## src/rtl/des_pkg.sv

```systemverilog
// Shared DES control constants: widths, FSM state codes and the key-schedule shift table.
package des_pkg;

  localparam int CD_W   = 56;
  localparam int HALF_W = 28;
  localparam int ROUNDS = 16;

  typedef logic [1:0] state_t;

  localparam state_t ST_IDLE  = 2'd0;
  localparam state_t ST_ROUND = 2'd1;
  localparam state_t ST_DONE  = 2'd2;

  // Bit n set means round n of the key schedule rotates by 2, otherwise by 1.
  localparam logic [ROUNDS-1:0] SHIFT2_TBL = 16'h7EFC;

  function automatic logic shift_is2(input logic [3:0] n);
    return SHIFT2_TBL[n];
  endfunction

endpackage

```

## src/rtl/des_cd_rotator.sv

```systemverilog
// Combinational rotate of one 28-bit key-schedule half by 1 or 2 places.
// Right rotation exists only when DES_CTRL_DECRYPT_EN is defined; otherwise left-only.
module des_cd_rotator
  import des_pkg::*;
(
  input  logic [HALF_W-1:0] i_din,
  input  logic              i_two,
`ifdef DES_CTRL_DECRYPT_EN
  input  logic              i_left,
`endif
  output logic [HALF_W-1:0] o_dout
);

  logic [HALF_W-1:0] w_rotl;

  assign w_rotl = i_two ? {i_din[HALF_W-3:0], i_din[HALF_W-1:HALF_W-2]}
                        : {i_din[HALF_W-2:0], i_din[HALF_W-1]};

`ifdef DES_CTRL_DECRYPT_EN
  logic [HALF_W-1:0] w_rotr;

  assign w_rotr = i_two ? {i_din[1:0], i_din[HALF_W-1:2]}
                        : {i_din[0], i_din[HALF_W-1:1]};
  assign o_dout = i_left ? w_rotl : w_rotr;
`else
  assign o_dout = w_rotl;
`endif

endmodule

```

## src/rtl/des_round_ctrl.sv

```systemverilog
// 16-round DES sequencer owning the C/D key-schedule register; result valid 17 cycles after start.
// DES_CTRL_DECRYPT_EN enables decrypt key order; without it the decrypt input is ignored.
module des_round_ctrl
  import des_pkg::*;
(
  input  logic            clk,
  input  logic            rst_n,
  input  logic            start,
  input  logic            decrypt,
  input  logic [CD_W-1:0] cd_init,
  input  logic            out_ready,
  output logic            busy,
  output logic            sel_init,
  output logic            round_en,
  output logic [3:0]      round_idx,
  output logic            last_round,
  output logic [CD_W-1:0] cd_key,
  output logic            out_valid
);

  state_t          r_state;
  logic [3:0]      r_idx;
  logic            r_dec;
  logic            r_first;
  logic [CD_W-1:0] r_cd;

  logic            w_dec_in;
  logic            w_accept;
  logic            w_sh2;
  logic            w_two;
  logic [CD_W-1:0] w_src;
  logic [CD_W-1:0] w_rot;

`ifdef DES_CTRL_DECRYPT_EN
  logic            w_left;
  assign w_dec_in = decrypt;
  assign w_left   = w_accept | ~r_dec;
`else
  assign w_dec_in = decrypt & 1'b0;
`endif

  // A new block is taken from IDLE, or straight out of DONE when the result is consumed.
  assign w_accept = start && ((r_state == ST_IDLE) ||
                              ((r_state == ST_DONE) && out_ready));

  assign w_sh2 = r_dec ? shift_is2(4'd15 - r_idx) : shift_is2(r_idx + 4'd1);

  // The rotators double as the K1 load path (rotl by 1 of cd_init) on acceptance.
  assign w_src = w_accept ? cd_init : r_cd;
  assign w_two = w_accept ? 1'b0 : w_sh2;

  des_cd_rotator u_rot_c (
    .i_din  (w_src[CD_W-1:HALF_W]),
    .i_two  (w_two),
`ifdef DES_CTRL_DECRYPT_EN
    .i_left (w_left),
`endif
    .o_dout (w_rot[CD_W-1:HALF_W])
  );

  des_cd_rotator u_rot_d (
    .i_din  (w_src[HALF_W-1:0]),
    .i_two  (w_two),
`ifdef DES_CTRL_DECRYPT_EN
    .i_left (w_left),
`endif
    .o_dout (w_rot[HALF_W-1:0])
  );

  always_ff @(posedge clk or negedge rst_n) begin
    if (!rst_n) begin
      r_state <= ST_IDLE;
      r_idx   <= 4'd0;
      r_dec   <= 1'b0;
      r_first <= 1'b0;
      r_cd    <= '0;
    end else if (w_accept) begin
      r_state <= ST_ROUND;
      r_idx   <= 4'd0;
      r_dec   <= w_dec_in;
      r_first <= 1'b1;
      r_cd    <= w_dec_in ? cd_init : w_rot;
    end else begin
      case (r_state)
        ST_ROUND: begin
          r_first <= 1'b0;
          if (r_idx == 4'd15) begin
            r_state <= ST_DONE;
          end else begin
            r_idx <= r_idx + 4'd1;
            r_cd  <= w_rot;
          end
        end
        ST_DONE: begin
          if (out_ready) begin
            r_state <= ST_IDLE;
          end
        end
        default: begin
          r_state <= ST_IDLE;
        end
      endcase
    end
  end

  assign busy       = (r_state == ST_ROUND) || (r_state == ST_DONE);
  assign round_en   = (r_state == ST_ROUND);
  assign sel_init   = (r_state == ST_ROUND) && r_first;
  assign last_round = (r_state == ST_ROUND) && (r_idx == 4'd15);
  assign round_idx  = r_idx;
  assign cd_key     = r_cd;
  assign out_valid  = (r_state == ST_DONE);

endmodule

```

## config.mk

```make
export PLATFORM = sky130hd
export DESIGN_NAME = des_round_ctrl
export DESIGN_NICKNAME = d
export VERILOG_FILES = /design/src/rtl/des_pkg.sv /design/src/rtl/des_cd_rotator.sv /design/src/rtl/des_round_ctrl.sv
export SDC_FILE = /design/constraint.sdc
export NUM_CORES = 1
export LEC_CHECK = 0
export CAP_MARGIN = 20
export CORE_MARGIN = 2
export CORE_UTILIZATION = 57
export CTS_CLUSTER_DIAMETER = 30
export DETAILED_ROUTE_END_ITERATION = 7
export DONT_BUFFER_PORTS = 1
export MAX_ROUTING_LAYER = met4
export PLACE_DENSITY = 0.75
export SLEW_MARGIN = 25
export SYNTH_ARGS = -nofsm -noshare
export SYNTH_HDL_FRONTEND = slang
export SYNTH_SLANG_ARGS = --single-unit
```

## constraint.sdc

```tcl
create_clock -name clk -period 2.3 [get_ports clk]
set_clock_uncertainty 0.15 [all_clocks]
set_input_delay 0.69 -clock clk [delete_from_list [all_inputs] [get_ports clk]]
set_output_delay 0.69 -clock clk [all_outputs]
set_load 0.01 [all_outputs]
```

# Word level (Yosys, flattened, before mapping)
# Memories as Yosys holds them, arrays and structs flattened.
# Cells that the tools add are included.
# op_classes
n_mux	17
add_sub_neg	1
n_eq_ne	6
n_lt_le_gt_ge	1
n_reduce_logical	10
# op_table
op	count
$mux 56	4
$mux 28	2
$mux 4	3
$mux 2	3
$lt 4x5->1 const B	1
$add 4x1->4 const B	1
$eq 4x4->1 const B	1
$logic_and 1x1->1	4
$mux 1	4
$pmux 2 s2	1
$reduce_and 2->1	2
$ne 3x1->1 const B	1
$ne 3x2->1 const B	1
$eq 2x1->1 const B	1
$eq 2x2->1 const B	1
$logic_not 2->1	1
$logic_or 1x1->1	2
$ne 2x2->1 const B	1
$reduce_bool 2->1	1
# totals
output_inout_bits	65
n_memories	1
elab_cells	40
romBits	16
in_bits	61
regBits	63
# memory_table
memory	words	width	rd	rd_clocked_by_memory_dff	write_ports	line	text
(no name shown)	16	1	1	0	0	des_pkg.sv:18	return SHIFT2_TBL[n];

# Logic depth before layout (Yosys ltp)
# logic_depth
word_depth	9
depth_mapped	9
ltp_nobuf	7

# By module
# From an unflattened synthesis, not the netlist that was laid out.
# unflattened
cells_unflattened	299
area_unflattened_um2	4367.9
# by_module_without_submodules
mod	cells_each	area_per_inst_um2	n_inst
des_round_ctrl	237	3484.6	1
des_cd_rotator	31	441.7	2

# Least setup slack after synthesis
# No wires, ideal clock.
# synth_timing
path_type	register -> register
start	register r_idx[0], in the netlist round_idx[0]
end	register r_cd[16], in the netlist cd_key[16]
required_time_ns	2.028
t_arrival_ns	1.990
synth_period_minus_slack_ns	2.262
stages_incl_launch_ff	10
path_slack_ns	0.038
setup_time_ns	0.122
cell_sequence	dfrtp_1 -> inv_1 -> ha_1 -> nor4b_2 -> a221oi_1 -> or4_1 -> buf_6 -> buf_6 -> nor2_1 -> nor3_1
# synth_between
elab_chain_len	8
# synth_lines
element	line	text
start: declaration	des_round_ctrl.sv:22	logic [3:0] r_idx;
start signal: assignment	des_round_ctrl.sv:90	r_idx <= r_idx + 4'd1;
$add 4x1->4	des_round_ctrl.sv:46	assign w_sh2 = r_dec ? shift_is2(4'd15 - r_idx) : shift_is2(r_idx + 4'd1);
$mem_v2 16x1	-	
$mux 1 (not written as such)	des_pkg.sv:18	
$mux 1	des_round_ctrl.sv:50	assign w_two = w_accept ? 1'b0 : w_sh2;
$mux 28	des_cd_rotator.sv:16	assign w_rotl = i_two ? {i_din[HALF_W-3:0], i_din[HALF_W-1:HALF_W-2]}
$mux 56	des_round_ctrl.sv:87	if (r_idx == 4'd15) begin
$mux 56	des_round_ctrl.sv:84	case (r_state)
$mux 56	des_round_ctrl.sv:77	end else if (w_accept) begin
end signal: assignment	des_round_ctrl.sv:82	r_cd <= w_dec_in ? cd_init : w_rot;
end signal: assignment	des_round_ctrl.sv:91	r_cd <= w_rot;
end: declaration	des_round_ctrl.sv:25	logic [CD_W-1:0] r_cd;
# Several ways; a longest one is shown, not always the timed one. The select of a mux whose other input is x is not followed.
# A chain may end at the register's enable or synchronous reset.

# Worst setup path after layout
# layout_timing
start	register r_idx[1], in the netlist round_idx[1]
end	register r_cd[17], in the netlist cd_key[17]
# Same word-level chain as after synthesis.

==> key figures <==
Critical path
  • Cell count of the worst reg-to-reg path: 7
  • CP Depth: 7
  • Critical-path cell list: buf_4 > and3_1 > o211a_1 > or4_4 > buf_12 > nor2_1 > nor3_1
  • Type of the setup path with the least slack: flop to flop
  • Maximum fanout along the worst path: 28
  • Buffering stage count on the worst path with inverters included: 2
  • Reg-to-Reg End: cd_key[17]
  • Startpoint Class: flop
  • Delay of the slowest cell on the worst path: just under 0.6 ns
  • Largest delay contributor family on the critical path: simple AND/OR/NAND/NOR gates
  • Kind of capture point of the worst setup path: flop
  • Worst-path cell with the longest stage delay: or4_4
  • CP Data Required Time: approximately 2.4 ns
  • Reg-to-Reg Start: round_idx[1]
  • Register-to-register setup slack: around 0.015 ns
  • Data arrival time of the critical path: approximately 2.4 ns

Timing
  • Final max-slew violation count: 0
  • Relative slew slack: around four fifths
  • Total count of hold-check failures in the final report: between 60 and 70
  • Unrepaired setup endpoints after global routing: yes
  • Setup TNS Final: 0 ns
  • Worst setup margin: 0.0146 ns
  • Share of the clock period used by the worst path after layout: about 100%
  • Fin crit period: 2.29 ns
  • Final setup violating endpoints: 0
  • Upper clock frequency limit: between 0.4 and 0.5 GHz
  • Worst Max-Slew Pin Slew: around 0.29 ns
  • Final hold slack: -0.104 ns

Layout
  • Diode insertion count for antenna repair: 0
  • Most frequent cells in the layout: nor2_1, dfrtp_1, o22ai_1
  • # nets final: between 400 and 500
  • Leading cell type in the layout, fill and taps excluded: nor2_1
  • Number of standard cells in the layout, taps in and fillers out: 448
  • Ratio of cells with drive above 1 in the final layout: between 20% and 30%
  • Layout overhead on the synthesized area: 19.5%
  • Count of filler cells inserted in the layout: approximately 400

Clocking
  • Later-pin clock latency in the skew report: between 0.3 and 0.4 ns
  • Clock slew at the register clock pins of the worst setup and hold paths: about 0.07 ns
  • Worst-case clock buffer depth: 2
  • TritonCTS Sinks: 63
  • Depth of the CTS H-tree: 3
  • CTS tree: built
  • Number of clock buffers inserted by TritonCTS: 9
  • Cell chosen for the clock root: clkbuf_8

Detailed routing
  • WL per Instance: between 15 and 20 um
  • Wire length after detailed routing: approximately 8600 um
  • Detailed-routing iteration count for the pre-antenna-repair pass: 4
  • Count of routing violations after the opening detailed-route iteration: ~180
  • Remaining antenna violation count: 0
  • Number of design rule violations left after detail routing: 0
  • Vias post-DR: between 2k and 3k
  • Via count normalized by instance count: roughly 6.3

Min path
  • Class of the tightest hold or removal check: primary input to async pin

Placed design
  • Port Buffer Count: 0
  • Final HPWL DP: between 4000 and 5000 um
  • Number of cells after detailed placement: about 430
  • RD Place Congestion: a little under 0.9
  • Worst setup timing slack at the placement stage: -0.138 ns

Logic synthesis
  • Number of cells produced by synthesis: about 360
  • Register area share after synthesis: roughly 50%
  • Number of flops mapped to enable cells by yosys: 0
  • Netlist Area Pre-Place: slightly above 3000 sq um
  • Post-synthesis net count: ~420
  • Register bit total from synthesis: 63
  • Synth Warn #: 0
  • Synth Area per Inst: 8.71 sq um
  • Share of flip-flops with an asynchronous set or reset: 100%
  • Ys flop type: dfrtp_1
  • Post-synth cell types: 30

Floorplan
  • Total Die Area: slightly above 6000 sq um
  • Starting utilization of the core area: approximately three fifths
  • Core region area: 5200 sq um
  • Count of pins on the block boundary: between 100 and 150
  • Die width: about 80 um
  • Floorplan die height: around 78 um
  • Row cnt: 26

Flow run
  • Maximum capacitance violations: 0

Power
  • Pwr Density: approximately 1500 nW/um^2
  • Worst-case vdd ir drop: 808 uV
  • Leakage dissipation: 1.53 nW

Status
  • Violated checks: negative hold slack
  • Outcome: finished, violations left

GRT
  • Maximum number of pins on one net before global-route repair: 64
  • Vias in the first global route: between 2k and 3k
  • Global-route wire length before repair: approximately 13,000 um
  • Global router's overall resource usage: 27.3%
  • Antenna violations before repair: 0
  • Congestion Overflow GR: 0
cell usage after synthesis (all sizes together), types with 2 or more instances:
| library cell | instances | area [sq um] |
|---|---|---|
| o22ai | 52 | 325 |
| clkbuf | 12 | 45.0 |
| dfrtp | 63 | 1580 |
| xor2 | 2 | 17.5 |
| a21o | 3 | 22.5 |
| a22oi | 4 | 30.0 |
| and2 | 3 | 18.8 |
| o21ai | 2 | 10.0 |
| a21oi | 4 | 20.0 |
| inv | 9 | 33.8 |
| nor3 | 52 | 260 |
| ha | 5 | 62.6 |
| nand2 | 5 | 18.8 |
| buf | 13 | 101 |
| o221ai | 3 | 45.0 |
| nor2 | 114 | 428 |
timing repair:
action                                  CTS  global route
pin swaps                                 0             5
hold endpoints to repair                 63            63
resized for setup                         6            30
setup buffers                             0             1
cloned                                    1             4
endpoints found under the setup margin   56            57
cell type report:
cell class,instances,area (sq um),area share [%]
repair buffers,30,362,9.70
well taps,70,87.6,2.35
clock inverters,4,22.5,0.604
clock buffers,11,141,3.79
flip-flops and latches,63,1580,42.3
inverters,9,33.8,0.906
multi-input cells,261,1500,40.3
per-stage QoR:
| step | instance area, sq um | util [%] | power, mW |
|---|---|---|---|
| after floorplan | 3120 | - | 3.85 |
| after global placement | 3310 | 63.5 | 4.39 |
| after detailed placement | 3310 | 63.5 | 4.48 |
| after CTS | 3520 | 67.5 | 5.39 |
| after global routing | 3730 | 71.6 | 6.11 |
| final | 3730 | 71.6 | 5.73 |
sequential cells by signal, summed over array words and instances (netlist names):
signal,cells
cd_key,56
round_idx,4
r_state,2
r_first,1
worst max-delay path by stage:
stage            startpoint         end  slack (ns)
2_1_floorplan  round_idx[0]  cd_key[16]        0.04
3_3_place_gp      out_ready  cd_key[31]       -0.07
3_5_place_dp      out_ready  cd_key[17]       -0.14
4_1_cts        round_idx[0]  cd_key[16]       0.009
5_1_grt        round_idx[0]  cd_key[13]       -0.03
6_report       round_idx[1]  cd_key[17]        0.01
power by group:
part           switching (mW)  total, mW  leakage [nW]  internal, mW
registers               0.889       2.52         0.705          1.63
clock network           0.410      0.819        0.0850         0.409
logic                    1.29       2.39         0.744          1.10
total                    2.59       5.73          1.53          3.14
metal layers:
metal  wire, um  share of wire, %  track usage, %  vias to the layer above
li1           -                 -               -                     1297
met1       3530                41            35.2                     1360
met2       4220                49            41.7                      130
met3        656               7.6            6.28                       15
met4        172               2.0            11.6                        0
met5          0                 0               -                        -
logic make-up after synthesis:
kind of cell / Yosys count / synth area share (%)
buffers and inverters: 34 / 5.78
DFF: 63 / 50.5
xor gates and xnor gates: 3 / 0.843
AOI/OAI and AO/OA: 72 / 15.8
muxes: 1 / 0.321
adders and majority gates: 5 / 2.01
and+or+nand+nor: 180 / 24.7
Power figures use the tool's default switching activity.
